===== src/rtl/instr_fetch_unit.sv =====
// -----------------------------------------------------------------------------
// instr_fetch_unit
//
// Instruction fetch stage sitting directly in front of the main decoder.
// It holds the PC and keeps at most one request outstanding to instruction
// memory over a req/gnt/rvalid handshake. It hands the returned word, with
// its PC and opcode field, to decode over a valid/ready handshake. PC
// redirects (taken branch, jal, jalr) squash any fetch that is in flight. A
// misaligned redirect target locks the unit in a sticky fault state, which
// only reset can clear.
//
// Ports
//   clk, rst_n          clock; asynchronous active-low reset
//   imem_req            request to instruction memory (high only in REQ)
//   imem_addr           fetch address, always the current PC
//   imem_gnt            memory accepts the request this cycle
//   imem_rvalid         read data valid
//   imem_rdata          returned instruction word
//   redirect_valid      load redirect_pc as the new PC
//   redirect_pc         redirect target
//   instr_valid         instruction available to decode (high only in HOLD)
//   dec_ready           decode consumes the held instruction
//   instr               held instruction word
//   instr_op            instr[6:0], opcode field for the main decoder
//   instr_pc            PC of the held instruction
//   instr_pc_plus4      instr_pc + 4, the jal/jalr link value
//   fetch_count         number of instructions consumed by decode (wraps)
//   fetch_fault         sticky misaligned-redirect fault
// -----------------------------------------------------------------------------
module instr_fetch_unit #(
    parameter int unsigned     XLEN     = 32,
    parameter logic [XLEN-1:0] RESET_PC = 32'h0000_0000
) (
    input  logic            clk,
    input  logic            rst_n,

    output logic            imem_req,
    output logic [XLEN-1:0] imem_addr,
    input  logic            imem_gnt,
    input  logic            imem_rvalid,
    input  logic [31:0]     imem_rdata,

    input  logic            redirect_valid,
    input  logic [XLEN-1:0] redirect_pc,

    output logic            instr_valid,
    input  logic            dec_ready,
    output logic [31:0]     instr,
    output logic [6:0]      instr_op,
    output logic [XLEN-1:0] instr_pc,
    output logic [XLEN-1:0] instr_pc_plus4,
    output logic [31:0]     fetch_count,
    output logic            fetch_fault
);

    typedef enum logic [2:0] {
        IDLE  = 3'd0,
        REQ   = 3'd1,
        WAIT  = 3'd2,
        HOLD  = 3'd3,
        FAULT = 3'd4
    } state_t;

    state_t            state, state_next;
    logic [XLEN-1:0]   pc, pc_next;
    logic              kill, kill_next;
    logic [31:0]       instr_q, instr_next;
    logic [XLEN-1:0]   instr_pc_q, instr_pc_next;
    logic [31:0]       count_q, count_next;

    // A redirect to a target that is not word-aligned is a fault, whatever
    // state the unit is in (apart from FAULT itself, which ignores inputs).
    logic redirect_ok;
    logic redirect_bad;

    assign redirect_ok  = redirect_valid && (redirect_pc[1:0] == 2'b00);
    assign redirect_bad = redirect_valid && (redirect_pc[1:0] != 2'b00);

    // -------------------------------------------------------------------------
    // State and datapath registers
    // -------------------------------------------------------------------------
    // NOTE: sequential state uses non-blocking assignments so that every
    // register samples the pre-edge values, whatever the order of statements.
    always_ff @(posedge clk or negedge rst_n) begin
        if (!rst_n) begin
            state      <= IDLE;
            pc         <= RESET_PC;
            kill       <= 1'b0;
            instr_q    <= '0;
            instr_pc_q <= '0;
            count_q    <= '0;
        end else begin
            state      <= state_next;
            pc         <= pc_next;
            kill       <= kill_next;
            instr_q    <= instr_next;
            instr_pc_q <= instr_pc_next;
            count_q    <= count_next;
        end
    end

    // -------------------------------------------------------------------------
    // Next-state and next-datapath logic
    // -------------------------------------------------------------------------
    // NOTE: every variable gets a hold value first, so any path that does not
    // assign it keeps the register contents and no latch is inferred.
    always_comb begin
        state_next    = state;
        pc_next       = pc;
        kill_next     = kill;
        instr_next    = instr_q;
        instr_pc_next = instr_pc_q;
        count_next    = count_q;

        unique case (state)
            IDLE: begin
                if (redirect_bad) begin
                    state_next = FAULT;
                end else begin
                    if (redirect_ok) begin
                        pc_next = redirect_pc;
                    end
                    state_next = REQ;
                end
            end

            REQ: begin
                if (redirect_bad) begin
                    state_next = FAULT;
                end else if (imem_gnt) begin
                    // The request at the old PC is already accepted. A
                    // redirect in the same cycle marks its response as dead.
                    if (redirect_ok) begin
                        pc_next   = redirect_pc;
                        kill_next = 1'b1;
                    end
                    state_next = WAIT;
                end else if (redirect_ok) begin
                    // Nothing is accepted yet, so the request just retargets.
                    pc_next = redirect_pc;
                end
            end

            WAIT: begin
                if (redirect_bad) begin
                    kill_next  = 1'b0;
                    state_next = FAULT;
                end else if (imem_rvalid) begin
                    kill_next  = 1'b0;
                    state_next = REQ;
                    if (redirect_ok) begin
                        pc_next = redirect_pc;
                    end else if (!kill) begin
                        instr_next    = imem_rdata;
                        instr_pc_next = pc;
                        state_next    = HOLD;
                    end
                end else if (redirect_ok) begin
                    pc_next   = redirect_pc;
                    kill_next = 1'b1;
                end
            end

            HOLD: begin
                if (redirect_bad) begin
                    state_next = FAULT;
                end else if (redirect_ok) begin
                    // The held instruction is on the wrong path. Dropping it
                    // means decode never consumed it, so the count is unchanged.
                    pc_next    = redirect_pc;
                    state_next = REQ;
                end else if (dec_ready) begin
                    pc_next    = pc + XLEN'(4);
                    count_next = count_q + 32'd1;
                    state_next = REQ;
                end
            end

            FAULT: begin
                state_next = FAULT;
            end

            default: begin
                state_next = FAULT;
            end
        endcase
    end

    // -------------------------------------------------------------------------
    // Outputs: decoded from state or taken straight from registers
    // -------------------------------------------------------------------------
    assign imem_req       = (state == REQ);
    assign imem_addr      = pc;
    assign instr_valid    = (state == HOLD);
    assign fetch_fault    = (state == FAULT);
    assign instr          = instr_q;
    assign instr_op       = instr_q[6:0];
    assign instr_pc       = instr_pc_q;
    assign instr_pc_plus4 = instr_pc_q + XLEN'(4);
    assign fetch_count    = count_q;

endmodule


===== config.mk =====
export PLATFORM = sky130hd
export DESIGN_NAME = instr_fetch_unit
export DESIGN_NICKNAME = d
export VERILOG_FILES = /design/src/rtl/instr_fetch_unit.sv
export SDC_FILE = /design/constraint.sdc
export NUM_CORES = 1
export LEC_CHECK = 0
export CORE_ASPECT_RATIO = 0.8
export CORE_UTILIZATION = 45
export CTS_BUF_LIST = sky130_fd_sc_hd__clkbuf_16
export DETAILED_ROUTE_END_ITERATION = 16
export HOLD_SLACK_MARGIN = 0.03
export PLACE_DENSITY = 0.81
export RECOVER_POWER = 25
export SYNTH_ARGS = -nofsm -noshare
export SYNTH_HDL_FRONTEND = slang
export SYNTH_SLANG_ARGS = --single-unit

===== constraint.sdc =====
create_clock -name clk -period 2.7 [get_ports clk]
set_input_delay 0.54 -clock clk [delete_from_list [all_inputs] [get_ports clk]]
set_output_delay 0.54 -clock clk [all_outputs]
set_load 0.01 [all_outputs]

==> flow_metrics.env, run 1 <==
export IMPL_io_buffers=239
export IMPL_netlist_instances=624
export IMPL_grt_pass1_vias=6009
export IMPL_multiInputGateArea_mm2=0.00317
export IMPL_maxCapViolations=1
export IMPL_power_total_w=0.00488
export IMPL_peakVddDrop_mv=0.449
export IMPL_hp_class="reg2reg"
export IMPL_yosys_top_cells_count="dfrtp_1 (132), mux2_2 (59), nand2_1 (52)"
export IMPL_synth_fp_nets=697
export IMPL_r2r_start="imem_addr[2]$_DFFE_PN0P_"
export IMPL_final_nets=977
export IMPL_critPathCaptureType="output pin"
export IMPL_area_growth_syn_to_layout_pct=54.2
export IMPL_dieHeight_um=110
export IMPL_post_synth_top_count_cell="dfrtp_1"
export IMPL_yosysWarnings=0
export IMPL_p_leak_nw=4.56
export IMPL_ctsHoldBuffers=0
export IMPL_ys_flop_type="dfrtp_1"
export IMPL_tightest_slew_ns=2.01
export IMPL_fin_setup_tns_ns=-0.461
export IMPL_criticalPathCategory="reg2out"
export IMPL_dp_hpwl_um=15000
export IMPL_synth_top_area_share_pct=50.6
export IMPL_postRouteAntennaNets=0
export IMPL_clk_latency_ns=0.43
export IMPL_status="finished with violations"
export IMPL_startpoint_type="flip-flop"
export IMPL_vias=6095
export IMPL_fin_worst_skew_ns=0.0144
export IMPL_seq_area_mm2=0.00330
export IMPL_synth_distinct_cells=55
export IMPL_yosysSeqAreaShare_pct=50.6
export IMPL_die_area_mm2=0.0150
export IMPL_grtUsageTotal_pct=28.3
export IMPL_r2r_setup_slack_ns=0.41
export IMPL_drc=0
export IMPL_syn_cell_area_mm2=0.00653
export IMPL_ys_async_sr_fraction_pct=100
export IMPL_cts_max_path_buffers=2
export IMPL_hold_viol=0
export IMPL_r2r_end="imem_addr[28]$_DFFE_PN0P_"
export IMPL_worst_slack_ns=-0.121
export IMPL_min_period_over_period_pct=104
export IMPL_core_rowCount=38
export IMPL_slew_headroom_pct=-34.0
export IMPL_grt_ovfl_total=0
export IMPL_drv_slew=38
export IMPL_drive_above_1_share_pct=21.6
export IMPL_critPathRequiredTime_ns=2.16
export IMPL_setup_viol=6
export IMPL_design_area_mm2=0.0101
export IMPL_grt_pass1_wl_um=31900
export IMPL_cts_clk_slew_worst_paths_ns=0.06
export IMPL_cp_max_fo=3
export IMPL_io_pins=240
export IMPL_violations="capacitance limit, slew limit, setup timing"
export IMPL_avgSynthCellArea_um2=10.5
export IMPL_cts_sinks=132
export IMPL_antenna_found_initial=2
export IMPL_core_region_area_mm2=0.0139
export IMPL_fmax_mhz=354
export IMPL_period_minus_slack_ns=2.82
export IMPL_hp_start="fetch_count[31]$_DFFE_PN0P_"
export IMPL_cts_inserted_buffers=17
export IMPL_cts_tree="done"
export IMPL_synth_top_cells_by_area="dfrtp_1 (51%), mux2_2 (10%), xnor2_1 (5.5%)"
export IMPL_grt_max_degree=52
export IMPL_min_to="fetch_count[31]$_DFFE_PN0P_"
export IMPL_avgRoutedWirePerCell_um=18.7
export IMPL_clockRootBuffer="clkbuf_16"
export IMPL_initialDrtViolationCount=563
export IMPL_hold_path_depth=1
export IMPL_rr_worst_depth=6
export IMPL_synth_area_leader_cell="dfrtp_1"
export IMPL_post_dp_cell_area_mm2=0.00943
export IMPL_p_per_area_mw_per_mm2=484
export IMPL_ys_ff_latch=132
export IMPL_synth_edf_count=0
export IMPL_start_util_pct=47.1
export IMPL_rsz0062_at_grt="true"
export IMPL_htreeDepth=4
export IMPL_worstPathArrival_ns=2.28
export IMPL_place_gp_congestion=0.961
export IMPL_dieWidth_um=137
export IMPL_dr_pass1_iters=5
export IMPL_wirelength_um=20500
export IMPL_layout_filler_cells=1001
export IMPL_viasPerCell=5.56
## critical path, cell delays in order (launching register included)
cell     delay (ns)
dfrtp_1        0.35
nand4_1        0.16
buf_4          0.18
nor4_4         0.27
buf_4          0.16
and2_4         0.14
nand4_1        0.13
buf_6          0.17
xnor2_2        0.12
buf_2          0.16
## layer usage
| layer | GRT usage, % | part of all wire (%) | routed length [µm] |
|---|---|---|---|
| met1 | 36.6 | 42 | 8610 |
| met2 | 45.0 | 47 | 9700 |
| met3 | 7.75 | 8.7 | 1790 |
| met4 | 11.4 | 2.0 | 410 |
| met5 | 0 | 0 | 0 |
## power by group
| group | internal (W) | total [W] | switching (W) |
|---|---|---|---|
| sequential | 0.00205 | 0.00216 | 0.000110 |
| combinational | 0.000263 | 0.000451 | 0.000188 |
| clock | 0.00142 | 0.00227 | 0.000853 |
| total | 0.00373 | 0.00488 | 0.00115 |
## cell usage in the layout, fill, tap and decap left out, drive strengths merged, types with 3 or more instances in the layout
cell type      synthesis  layout
clkinv                 0       6
xnor2                 41      41
mux2                  59      59
a31oi                  4       4
clkinvlp               0       3
nor3                  14      14
a21oi                 30      30
nand4                 28      28
dfrtp                132     132
and2                   6       6
bufinv                 0       3
a31o                   3       3
o22a                   3       3
o311ai                 3       3
buf                   16      67
and3                  10      10
nor2                  47      47
xor2                  18      18
o22ai                  5       5
clkbuf                18      26
nand3                 34      34
nand3b                 3       3
clkdlybuf4s50          0     215
o31ai                  3       3
ha                     3       3
nand2                 52      52
inv                   12      13
a211oi                 4       4
a22oi                  4       4
nor3b                  4       4
nor4                   7       7
and4                   6       6
o21ai                 28      28
nor2b                  3       3
## through the flow
step	utilization, %	setup WS (ns)	hold WS, ns	cells
2_1_floorplan	-	0.373	0.244	624
3_3_place_gp	67.9	-0.0421	0.455	1060
3_5_place_dp	67.9	-0.0905	0.471	1060
4_1_cts	72.3	-0.102	0.0926	1095
5_1_grt	72.5	-0.247	0.506	1097
6_report	72.5	-0.121	0.485	1097
## layout make-up
| class | instances | share of cell area (%) |
|---|---|---|
| diodes | 2 | 0.0497 |
| clock buffers | 17 | 4.22 |
| inverters | 12 | 0.447 |
| clock inverters | 13 | 1.43 |
| flip-flops and latches | 132 | 32.8 |
| multi-input cells | 446 | 31.5 |
| well taps | 180 | 2.24 |
| repair buffers | 295 | 27.4 |
## what timing repair did
| action | 4_1_cts | 5_1_grt |
|---|---|---|
| endpoints found under the setup margin | 23 | 22 |
| resized for setup | 77 | 32 |
| pin swaps | 5 | 13 |
| buffers inserted | 5 | 1 |
## how the worst max path moves through the flow
stage | startpoint | endpoint | slack (ns)
6_report | instr_pc[10]$_DFFE_PN0P_ | instr_pc_plus4[31] | -0.12
5_1_grt | instr_pc[9]$_DFFE_PN0P_ | instr_pc_plus4[24] | -0.25
4_1_cts | instr_pc[5]$_DFFE_PN0P_ | instr_pc_plus4[13] | -0.10
3_5_place_dp | instr_pc[8]$_DFFE_PN0P_ | instr_pc_plus4[24] | -0.09
3_3_place_gp | instr_pc[8]$_DFFE_PN0P_ | instr_pc_plus4[24] | -0.04
2_1_floorplan | instr_pc[8]$_DFFE_PN0P_ | instr_pc_plus4[24] | 0.37
## state kept, by name (all words and copies together), names as in the netlist
register and flops:
state 3, fetch_count 32, instr 32, kill 1, imem_addr 32, instr_pc 32
## cells by family after synthesis
logic type      count (synthesis)  share of synthesized area (%)
flops                         132                           50.6
xor+xnor                       59                           7.91
fa+ha+maj                       3                          0.575
mux                            61                           10.5
buf+inv                        46                           3.33
compound gates                 98                           9.29
simple gates                  225                           17.9
No activity file was read; power rests on OpenSTA's default activity.
==> inputs of run 2 (changes only) <==
Settings changed: CORE_MARGIN set to 5, PLACE_DENSITY 0.81 to 0.9.
==> flow_metrics.env, run 2 (synthesis gave the netlist of run 1 again) <==
export IMPL_startpoint_type="flip-flop"
export IMPL_dr_pass1_iters=6
export IMPL_rsz0062_at_grt="true"
export IMPL_layout_filler_cells=1027
export IMPL_start_util_pct=45.8
export IMPL_worstPathArrival_ns=2.19
export IMPL_diodes=0
export IMPL_final_nets=972
export IMPL_whs_ns=0.485
export IMPL_cpMaxStageDelayCell="clkdlybuf4s50_1"
export IMPL_cts_max_path_buffers=2
export IMPL_r2r_setup_slack_ns=0.43
export IMPL_grt_pass1_vias=6030
export IMPL_violations="setup timing"
export IMPL_p_per_area_mw_per_mm2=490
export IMPL_worst_slack_ns=-0.0310
export IMPL_status="finished with violations"
export IMPL_setup_viol=1
export IMPL_fin_setup_tns_ns=-0.0310
export IMPL_final_cell_mix="clkdlybuf4s50_1 (215), dfrtp_1 (130), mux2_2 (59)"
export IMPL_grtUsageTotal_pct=23.8
export IMPL_critPathBufInv=2
export IMPL_maxCapViolations=0
export IMPL_dieHeight_um=118
export IMPL_hold_viol=0
export IMPL_cts_sinks=132
export IMPL_r2r_end="imem_addr[28]$_DFFE_PN0P_"
export IMPL_min_period_over_period_pct=101
export IMPL_fin_worst_skew_ns=0.00715
export IMPL_htreeDepth=4
export IMPL_viasPerCell=5.56
export IMPL_tightest_slew_ns=0.937
export IMPL_initialDrtViolationCount=439
export IMPL_area_growth_syn_to_layout_pct=53.5
export IMPL_drc=0
export IMPL_io_buffers=239
export IMPL_slew_headroom_pct=37.6
export IMPL_hold_path_depth=1
export IMPL_cp_max_fo=4
export IMPL_drv_slew=0
export IMPL_avgRoutedWirePerCell_um=18.9
export IMPL_grt_max_degree=70
export IMPL_io_pins=240
export IMPL_postRouteAntennaNets=0
export IMPL_dieWidth_um=145
export IMPL_cts_tree="done"
export IMPL_peakVddDrop_mv=0.457
export IMPL_period_minus_slack_ns=2.73
export IMPL_grt_ovfl_total=0
export IMPL_cts_inserted_buffers=17
export IMPL_hp_start="fetch_count[31]$_DFFE_PN0P_"
export IMPL_rr_worst_depth=6
export IMPL_r2r_start="imem_addr[2]$_DFFE_PN0P_"
export IMPL_crit_path_start="instr_pc[3]$_DFFE_PN0P_"
export IMPL_place_gp_congestion=0.906
export IMPL_vias=6093
export IMPL_crit_family="buffers and inverters"
export IMPL_wirelength_um=20800
export IMPL_clockRootBuffer="clkbuf_16"
export IMPL_clk_latency_ns=0.42
export IMPL_die_area_mm2=0.0170
export IMPL_crit_end="instr_pc_plus4[9]"
export IMPL_fmax_mhz=366
export IMPL_p_leak_nw=4.54
export IMPL_core_rowCount=39
export IMPL_cts_clk_slew_worst_paths_ns=0.06
export IMPL_final_util_pct=70.4
export IMPL_grt_pass1_wl_um=32000
export IMPL_final_common_cell="clkdlybuf4s50_1"
export IMPL_worst_path_stages=6
export IMPL_critPathCaptureType="output pin"
export IMPL_max_stage_delay_ns=0.55
export IMPL_hp_class="reg2reg"
export IMPL_criticalPathCategory="reg2out"
export IMPL_critPathRequiredTime_ns=2.16
export IMPL_dp_hpwl_um=14900
export IMPL_crit_chain="nand3_2 > buf_4 > nor2_1 > nand2_1 > xnor2_1 > clkdlybuf4s50_1"
export IMPL_drive_above_1_share_pct=19.8
export IMPL_antenna_found_initial=0
export IMPL_core_region_area_mm2=0.0142
-- run 2: per-stage QoR --
step / cell area [µm²] / setup slack, ns / power (W) / cells
after detailed placement: 9330 / 0.0511 / 0.00264 / 1051
after global routing: 10000 / -0.157 / 0.00510 / 1096
after global placement: 9330 / 0.0778 / 0.00262 / 1051
after floorplan: 6530 / 0.373 / 0.00229 / 624
after CTS: 9980 / 0.00854 / 0.00495 / 1090
final: 10000 / -0.0310 / 0.00491 / 1096
-- run 2: worst min path at each step --
stage | slack [ns] | end
after floorplan | 0.24 | fetch_count[0]$_DFFE_PN0P_
after global placement | 0.45 | instr[14]$_DFFE_PN0P_
after detailed placement | 0.46 | instr[14]$_DFFE_PN0P_
after CTS | 0.49 | fetch_count[31]$_DFFE_PN0P_
after global routing | 0.49 | fetch_count[31]$_DFFE_PN0P_
final | 0.48 | fetch_count[31]$_DFFE_PN0P_
-- run 2: repair_timing --
action / 4_1_cts / 5_1_grt
gates cloned: 0 / 0
hold buffers: 1 / 0
endpoints found under the setup margin: 23 / 16
resized for setup: 30 / 41
endpoints found under the hold margin: 36 / 0
pin swaps: 2 / 8
buffers inserted: 6 / 6
-- run 2: where the power goes --
group | internal, W | total, W | switching, W | leakage (nW)
Clock | 0.00144 | 0.00231 | 0.000873 | 0.290
Sequential | 0.00205 | 0.00216 | 0.000110 | 1.79
Combinational | 0.000262 | 0.000445 | 0.000183 | 2.45
Total | 0.00375 | 0.00491 | 0.00117 | 4.54
-- run 2: cell type report --
class	count	area (µm²)	area share [%]
Inverter	12	45.0	0.449
Clock inverter	15	165	1.65
Tap cell	184	230	2.30
Multi-Input combinational cell	446	3120	31.1
Clock buffer	17	425	4.24
Timing Repair Buffer	290	2730	27.3
Sequential cell	132	3310	33.0
-- run 2: per-layer routing --
metal	wire length (µm)	global-route usage (%)
met2	9950	38.6
met1	8210	30.4
met4	534	6.47
met3	2080	8.08
met5	0	0
